## src/rtl/demux2_pkg.sv

```systemverilog
// Shared types and constants for the 1-to-2 stream demultiplexer.
package demux2_pkg;

    localparam int FIFO_DEPTH = 2;

    typedef enum logic {
        MODE_SEL = 1'b0,
        MODE_ALT = 1'b1
    } demux_mode_t;

endpackage : demux2_pkg

```

## src/rtl/demux2_stream_chan_fifo2.sv

```systemverilog
// Two-entry in-order register FIFO for one output channel.
// The head entry is a register of its own, so the channel data output comes straight from a flop.
module chan_fifo2
    import demux2_pkg::*;
#(
    parameter int W = 8
) (
    input  logic         clk,
    input  logic         rst,
    input  logic         push,
    input  logic         pop,
    input  logic [W-1:0] data,
    output logic         full,
    output logic         empty,
    output logic [W-1:0] head
);

    localparam int CNT_W = $clog2(FIFO_DEPTH + 1);

    logic [CNT_W-1:0] count;
    logic [W-1:0]     tail;
    logic             do_push;
    logic             do_pop;

    assign empty   = (count == '0);
    assign full    = (count == CNT_W'(FIFO_DEPTH));
    assign do_push = push && !full;
    assign do_pop  = pop && !empty;

    // NOTE: the entries are reset because the channel data output must read 0 after reset.
    always_ff @(posedge clk) begin
        if (rst) begin
            count <= '0;
            head  <= '0;
            tail  <= '0;
        end else begin
            unique case ({do_push, do_pop})
                2'b10: begin
                    if (empty) head <= data;
                    else       tail <= data;
                    count <= count + CNT_W'(1);
                end
                2'b01: begin
                    head  <= tail;
                    count <= count - CNT_W'(1);
                end
                2'b11: begin
                    // Count is unchanged; with one entry the new beat becomes the head.
                    if (full) begin
                        head <= tail;
                        tail <= data;
                    end else begin
                        head <= data;
                    end
                end
                default: ;
            endcase
        end
    end

endmodule : chan_fifo2

```

## src/rtl/demux2_stream.sv

```systemverilog
// Registered 1-to-2 stream demultiplexer: routes each accepted beat to a buffered channel
// chosen by in_sel or, in alternate mode, by an internal toggle, and counts beats per channel.
module demux2_stream
    import demux2_pkg::*;
#(
    parameter int W  = 8,
    parameter int CW = 8
) (
    input  logic          clk,
    input  logic          rst,
    input  logic          mode,
    input  logic          in_valid,
    output logic          in_ready,
    input  logic [W-1:0]  in_data,
    input  logic          in_sel,
    output logic          out0_valid,
    input  logic          out0_ready,
    output logic [W-1:0]  out0_data,
    output logic          out1_valid,
    input  logic          out1_ready,
    output logic [W-1:0]  out1_data,
    output logic [CW-1:0] cnt0,
    output logic [CW-1:0] cnt1
);

    demux_mode_t mode_e;
    logic        tp;
    logic        target;
    logic        accept;
    logic [1:0]  push;
    logic [1:0]  full;
    logic [1:0]  empty;

    assign mode_e = demux_mode_t'(mode);

    // in_ready depends only on registered FIFO state and the routing inputs, never on out*_ready.
    always_comb begin
        target   = (mode_e == MODE_ALT) ? tp : in_sel;
        in_ready = !full[target];
        accept   = in_valid && in_ready;
        push     = '0;
        push[target] = accept;
    end

    // NOTE: all state below uses non-blocking assignments so every flop samples pre-edge values.
    always_ff @(posedge clk) begin
        if (rst) begin
            tp   <= 1'b0;
            cnt0 <= '0;
            cnt1 <= '0;
        end else begin
            if (push[0]) cnt0 <= cnt0 + CW'(1);
            if (push[1]) cnt1 <= cnt1 + CW'(1);
            // A stalled beat leaves tp alone, so alternation is never broken.
            if (mode_e == MODE_SEL) tp <= 1'b0;
            else if (accept)        tp <= ~tp;
        end
    end

    assign out0_valid = !empty[0];
    assign out1_valid = !empty[1];

    chan_fifo2 #(.W(W)) u_chan0 (
        .clk   (clk),
        .rst   (rst),
        .push  (push[0]),
        .pop   (out0_valid && out0_ready),
        .data  (in_data),
        .full  (full[0]),
        .empty (empty[0]),
        .head  (out0_data)
    );

    chan_fifo2 #(.W(W)) u_chan1 (
        .clk   (clk),
        .rst   (rst),
        .push  (push[1]),
        .pop   (out1_valid && out1_ready),
        .data  (in_data),
        .full  (full[1]),
        .empty (empty[1]),
        .head  (out1_data)
    );

endmodule : demux2_stream

```

## config.mk

```make
export PLATFORM = sky130hd
export DESIGN_NAME = demux2_stream
export DESIGN_NICKNAME = d
export VERILOG_FILES = /design/src/rtl/demux2_pkg.sv /design/src/rtl/demux2_stream_chan_fifo2.sv /design/src/rtl/demux2_stream.sv
export SDC_FILE = /design/constraint.sdc
export NUM_CORES = 1
export LEC_CHECK = 0
export ABC_AREA = 0
export CAP_MARGIN = 30
export CORE_MARGIN = 3
export CORE_UTILIZATION = 47
export DETAILED_ROUTE_END_ITERATION = 16
export GPL_TIMING_DRIVEN = 0
export PLACE_DENSITY = 0.76
export SLEW_MARGIN = 20
export SYNTH_ARGS = -nofsm -noshare
export SYNTH_HDL_FRONTEND = slang
export SYNTH_HIERARCHICAL = 1
export SYNTH_SLANG_ARGS = --single-unit
```

## constraint.sdc

```tcl
create_clock -name clk -period 2.25 [get_ports clk]
set_clock_uncertainty 0.05 [all_clocks]
set_input_delay 0.45 -clock clk [delete_from_list [all_inputs] [get_ports clk]]
set_output_delay 0.45 -clock clk [all_outputs]
set_load 0.05 [all_outputs]
```

Yosys cells after proc, flatten, opt, wreduce, memory -nomap -nowiden:

Cells that the tools add are included.

* $add $sub $neg: 6
* order comparisons: 2
* equality and inequality tests: 14
* mux-type cells: 19
* bitwise logic cells: 3
* reductions and logical operators: 26

Operators by type and width (number)
* 8-bit 2-to-1 mux: 8
* 8-bit one-hot mux with 3 select lines: 2
* 8-bit one-hot mux with 2 select lines: 2
* 8-bit by 1-bit adder with 8-bit output, second input constant: 2
* 2-bit equality test, second input constant: 6
* 1-bit logical AND: 8
* 2-bit by 1-bit != test with 1-bit output, second input constant: 4
* 2-bit one-hot mux with 2 select lines: 2
* 2-bit nonzero test: 4
* 3-bit AND reduction: 2
* 3-bit nonzero test: 2
* 1-bit zero test: 5
* 2-bit by 1-bit adder with 2-bit output, second input constant: 2
* 2-bit by 1-bit equality test with 1-bit output, second input constant: 2
* 2-bit zero test: 2
* 1-bit 2-to-1 mux: 4
* 2-bit != test, second input constant: 2
* 2-bit AND reduction: 2
* 2-bit by 1-bit subtractor with 2-bit output, second input constant: 2
* 2-bit AND: 1
* 1-bit by 2-bit < comparator with 1-bit output, second input constant: 1
* 1-bit inverter: 2
* 2-bit OR reduction: 1
* 1-bit demux with 1-bit select: 1
* 1-bit greater-or-equal comparator, second input constant: 1

* register bits: 53

Depth between registers and ports, before layout:

Gate-level depths: netlist of the first run.

* word-level depth: 10
* mapped depth: 10

Hierarchy:

Netlist of the first run, hierarchy kept.

Modules (own cells, without submodules)
* chan_fifo2: times used 2, cells each 96, area an instance 923.4 um^2
* demux2_stream: times used 1, cells each 97, area an instance 828.3 um^2

Worst setup path after synthesis of the first run:

Ideal clock, no wire load.

* path type: register to register
* start point: register u_chan1.count[0]
* end point: register u_chan1.head[1]
* library setup time: 0.091 ns
* data arrival time: 2.169 ns
* path slack: -0.060 ns
* stages on the path, launching flop included: 11
* period minus slack after synthesis: 2.310 ns
* path through: dfxtp_1 -> buf_6 -> nor2b_1 -> nand2b_1 -> clkbuf_1 -> nor2_1 -> buf_4 -> a21bo_4 -> buf_6 -> or3b_1 -> a311oi_1

* word-level cells in the longest chain between the ends: 10

RTL lines
* start: declaration: RTL line demux2_stream_chan_fifo2.sv:20 `logic [CNT_W-1:0] count;`
* start signal: assignment: RTL line demux2_stream_chan_fifo2.sv:41 `count <= count + CNT_W'(1);`
* start signal: assignment: RTL line demux2_stream_chan_fifo2.sv:45 `count <= count - CNT_W'(1);`
* 2-bit equality test (*): RTL line demux2_stream_chan_fifo2.sv:26 `assign full = (count == CNT_W'(FIFO_DEPTH));`
* via full[1]: RTL line demux2_stream.sv:31 `logic [1:0] full;`
* 1-bit 2-to-1 mux (implied by the code) (*) (2 in a row): RTL line demux2_stream.sv:39 `in_ready = !full[target];`
* 1-bit zero test (*): RTL line demux2_stream.sv:39
* 1-bit logical AND (*): RTL line demux2_stream.sv:40 `accept = in_valid && in_ready;`
* 2-bit AND (no line) (*)
* via push[1]: RTL line demux2_stream.sv:30 `logic [1:0] push;`
* 1-bit logical AND (*): RTL line demux2_stream_chan_fifo2.sv:27 `assign do_push = push && !full;`
* 2-bit equality test or 2-bit by 1-bit equality test with 1-bit output (tied branches): RTL line demux2_stream_chan_fifo2.sv:37 `unique case ({do_push, do_pop})`
* 2-bit by 1-bit != test with 1-bit output (no line) or 3-bit nonzero test (tied branches)
* 2-bit AND reduction (no line)
* end signal: assignment: RTL line demux2_stream_chan_fifo2.sv:39 `if (empty) head <= data;`
* end signal: assignment: RTL line demux2_stream_chan_fifo2.sv:44 `head <= tail;`
* end signal: assignment: RTL line demux2_stream_chan_fifo2.sv:50 `head <= tail;`
* end: declaration: RTL line demux2_stream_chan_fifo2.sv:15 `output logic [W-1:0] head`

Mark *: on every way through the listed nets, which the timed path passes. The rest lies on a longest branch. The select of a mux whose other input is x is not followed.
A chain may end at the register's enable or synchronous reset.

Worst setup path in the final report of the first run:

* start point: register u_chan0.count[0]
* end point: register u_chan0.head[1]

RTL lines
* start: declaration: RTL line demux2_stream_chan_fifo2.sv:20
* start signal: assignment: RTL line demux2_stream_chan_fifo2.sv:41
* start signal: assignment: RTL line demux2_stream_chan_fifo2.sv:45
* 2-bit zero test (*): RTL line demux2_stream_chan_fifo2.sv:25 `assign empty = (count == '0);`
* via empty[0]: RTL line demux2_stream.sv:32 `logic [1:0] empty;`
* 1-bit zero test: RTL line demux2_stream_chan_fifo2.sv:28, demux2_stream.sv:60
* 1-bit logical AND: RTL line demux2_stream.sv:67 `.pop (out0_valid && out0_ready),`
* 1-bit logical AND: RTL line demux2_stream_chan_fifo2.sv:28 `assign do_pop = pop && !empty;`
* 2-bit equality test or 2-bit by 1-bit equality test with 1-bit output (tied branches): RTL line demux2_stream_chan_fifo2.sv:37
* 2-bit by 1-bit != test with 1-bit output (no line) or 3-bit nonzero test (tied branches)
* 2-bit AND reduction (no line)
* end signal: assignment: RTL line demux2_stream_chan_fifo2.sv:39
* end signal: assignment: RTL line demux2_stream_chan_fifo2.sv:44
* end signal: assignment: RTL line demux2_stream_chan_fifo2.sv:50
* end: declaration: RTL line demux2_stream_chan_fifo2.sv:15

Marked as above.

==> metrics.txt, run 1 <==
status=completed; Inserted Clock Buffers=5; multi-input combinational cell area=roughly 1500 um^2; Final Hold Violating Endpoints=0; clock share of power=28.3%; FILL cells=~470; Worst Hold Class=primary input to flip-flop; period utilization=95.5%; R2R setup slack=0.10 ns; H-tree levels=2; port bufs=between 40 and 50; Yosys top cell by area=dfxtp_1; Finish-stage setup viols=0; CTS Root Cell=clkbuf_8; Detailed Routing Iterations Pass 1=6; WL/cell=14.0 um; Detail Route Antenna Nets=0; gpl congestion=0.806; CP cell instances=buf_6, nor2_4, buf_6, nor2b_1, buf_6, a21bo_4, buf_6, or3b_1, a311oi_2; total gr overflow=0; Max Cap Viol=0; Clock Path Buffers=2; Core ar.=5300 um^2; hold path startpoint=mode; most used cell along the critical path=buf_6; CP Data Arrival Time=between 2 and 2.5 ns; leading post-synthesis cells by cell area=dfxtp_1 40%, mux2i_1 7.9%, buf_6 4.6%, a311oi_1 4.6%, xnor2_1 4.6%; # rows=26; leak pwr=about 0.0013 uW; commonest non-fill, non-tap cell in the layout=dfxtp_1; Yosys cell types=38; antenna violations before repair=0; Post-Route WL=5940 um; synthesized cell area=~2700 um^2; number of nets in the layout=371; area grow syn2layout=32.4%; final worst setup slack=between 0.1 and 0.15 ns; Final Max Slew Viols=0; Area after DPL=3240 um^2; # diodes=0; Worst setup SP type=flip-flop; crit path max fanout=11; Worst EP required=2.43 ns; Comb power frac=a little over a quarter; register area share after synthesis=around two fifths; Reg power frac=between 40 and 50%; layout cells sized above 1=18.9%; Remaining DRCs=0; RR Startpoint=u_chan0/count[0]; Yosys top cell area share=39.7%; peak supply drop=approximately 0.55 mV; Die Span Y=between 80 and 90 um; initial DRC count=between 70 and 80; Setup crit start=u_chan0/count[0]; Yosys reg bits=53; commonest cells after routing, fill and taps aside=50 x dfxtp_1, 42 x clkdlybuf4s50_1, 30 x nor2_1; Clock Sinks=between 50 and 60; Register Area=~1100 um^2; Mapped Avg Cell Area=9.26 um^2; vias per cell=between 5 and 6; Syn Inst Count=slightly below 300; dpl ws=-0.779 ns; post-route cell area=3540 um^2; switching power=roughly 730 uW; Skew-Pair Late Insertion Delay=0.31 ns; kind of critical path=flip-flop to flip-flop; Pwr per Cell Area=653 nW/um^2; CP Buf/Inv Count=4; unrepaired setup endpoints after global routing=false; Slowest-stage cell, CP=dfxtp_4; yosys warns=6; worst-margin pin slew=between 0.5 and 0.6 ns; vias in the first global route=2,196; die area=6630 um^2; switch share=a little under a third; first-pass GRT wire length=9910 um; Clk pin slew, worst setup/hold paths=approximately 0.1 ns; IO Count=50; GRT Total Usage=between 10% and 20%; largest net degree at the start of global routing=18; CP top delay family=buffers and inverters; Post-Syn Nets=306; Internal=1580 uW; Initial Util=50.4%; Worst Setup End Kind=flip-flop; Worst path max stage delay=0.39 ns; Rel. slew slack=66.1%; CTS tree=done; highest clock rate=465 MHz; Post-CTS Hold Fix Bufs=0; HPWL Detailed=around 4200 um; Tmin final=around 2.1 ns; chip width=81.4 um; Via Count=about 2,300
[timing repair]
item                       in CTS  in global routing
setup endpoints to repair      27                 16
pin swaps                       2                  1
setup buffers                   7                  5
gates resized for setup        28                 12
gates cloned                    0                  0
[state kept, by name, indices dropped and copies added, names as in the netlist]
| register | flops |
|---|---|
| cnt0 | 8 |
| cnt1 | 8 |
| u_chan0/head | 8 |
| u_chan0/tail | 8 |
| u_chan1/head | 8 |
| u_chan1/tail | 8 |
| u_chan0/count | 2 |
| u_chan1/count | 2 |
| tp | 1 |
[power groups by stage]
| stage | sequential (uW) | clock, uW | combinational, uW |
|---|---|---|---|
| 2_1_floorplan | 1170 | 0 | 280 |
| 3_3_place_gp | 1050 | 0 | 578 |
| 3_5_place_dp | 1050 | 0 | 585 |
| 4_1_cts | 1030 | 671 | 618 |
| 5_1_grt | 1030 | 709 | 677 |
| 6_report | 1030 | 655 | 631 |
[metrics by stage]
step	TNS, ns	std cells	total power, uW	hold slack (ns)	utilization, %
2_1_floorplan	0	289	1450	0.404	-
3_3_place_gp	-18.04	407	1630	0.418	61.2
3_5_place_dp	-18.45	407	1630	0.427	61.2
4_1_cts	0	422	2320	0.445	65.6
5_1_grt	0	425	2420	0.412	66.8
6_report	0	425	2310	0.407	66.8
[Yosys cell counts]
| master | instances |
|---|---|
| dfxtp_1 | 53 |
| nor2_1 | 32 |
| mux2i_1 | 21 |
| nor3_1 | 20 |
| o21ai_0 | 17 |
| a311oi_1 | 14 |
| xnor2_1 | 14 |
| buf_6 | 11 |
| or3b_1 | 10 |
| nor4_1 | 9 |
| a21oi_1 | 8 |
| clkbuf_1 | 6 |
| nand2_1 | 6 |
| inv_1 | 5 |
| nand3_1 | 5 |
| buf_2 | 4 |
| nand3b_1 | 4 |
| nor2b_1 | 4 |
| nor3b_1 | 4 |
| or3b_2 | 4 |
| buf_1 | 3 |
| nand2b_1 | 3 |
| nand4_1 | 3 |
| a2111oi_0 | 2 |
| a21bo_4 | 2 |
| and2_1 | 2 |
| and3b_1 | 2 |
| buf_4 | 2 |
| ha_1 | 2 |
| nor2_4 | 2 |
| nor3b_2 | 2 |
| o211ai_1 | 2 |
| o21a_1 | 2 |
| o21bai_1 | 2 |
| o31ai_1 | 2 |
| or2_1 | 2 |
| or2_2 | 2 |
| mux2_4 | 1 |
[worst reg2reg max path, delay by kind of cell (launching register included)]
kind            cells  cell delay [ns]
simple gates        3             0.55
compound gates      2             0.51
buf+inv             4             0.56
flops               1             0.39
[path summary, 6_finish.rpt]
check | cells after the start | to
setup / recovery | 9 | u_chan0/head[1]
hold / removal | 2 | tp
setup reg to reg | 9 | u_chan0/head[1]
hold reg to reg | 2 | u_chan1/tail[7]
[metal layers]
| layer | vias to the layer above | global-route usage, % | part of all wire, % |
|---|---|---|---|
| li1 | 1168 | - | - |
| met1 | 1102 | 24.3 | 46 |
| met2 | 55 | 32.4 | 48 |
| met3 | 6 | 4.61 | 4.6 |
| met4 | 0 | 3.72 | 0.74 |
| met5 | - | 0 | 0 |
[cell type report]
cell class / instances / area share (%)
plain buffers: 24 / 5.55
clock buffers: 5 / 1.94
clock inverters: 3 / 1.31
inverters: 5 / 0.530
multi-input cells: 205 / 42.3
flip-flops and latches: 53 / 30.2
well taps: 70 / 2.47
repair buffers: 60 / 15.7
[kinds of logic after synthesis]
| kind of cell | count (synthesis) | share of synthesized area (%) |
|---|---|---|
| AO/OA/AOI/OAI | 51 | 13.4 |
| XOR/XNOR | 14 | 4.58 |
| adder cells (fa/ha/maj) | 2 | 0.935 |
| buffers and inverters | 31 | 7.90 |
| flip-flops | 53 | 39.7 |
| multiplexers | 22 | 8.42 |
| AND/OR/NAND/NOR | 116 | 25.1 |
No activity file was read; power rests on OpenSTA's default activity.
==> inputs of run 2 (changes only) <==
- CTS_BUF_LIST: default -> sky130_fd_sc_hd__clkbuf_8 sky130_fd_sc_hd__clkbuf_16
==> results of run 2 <==
Same layout as run 1: the final DEF is identical, and so are final timing and power.
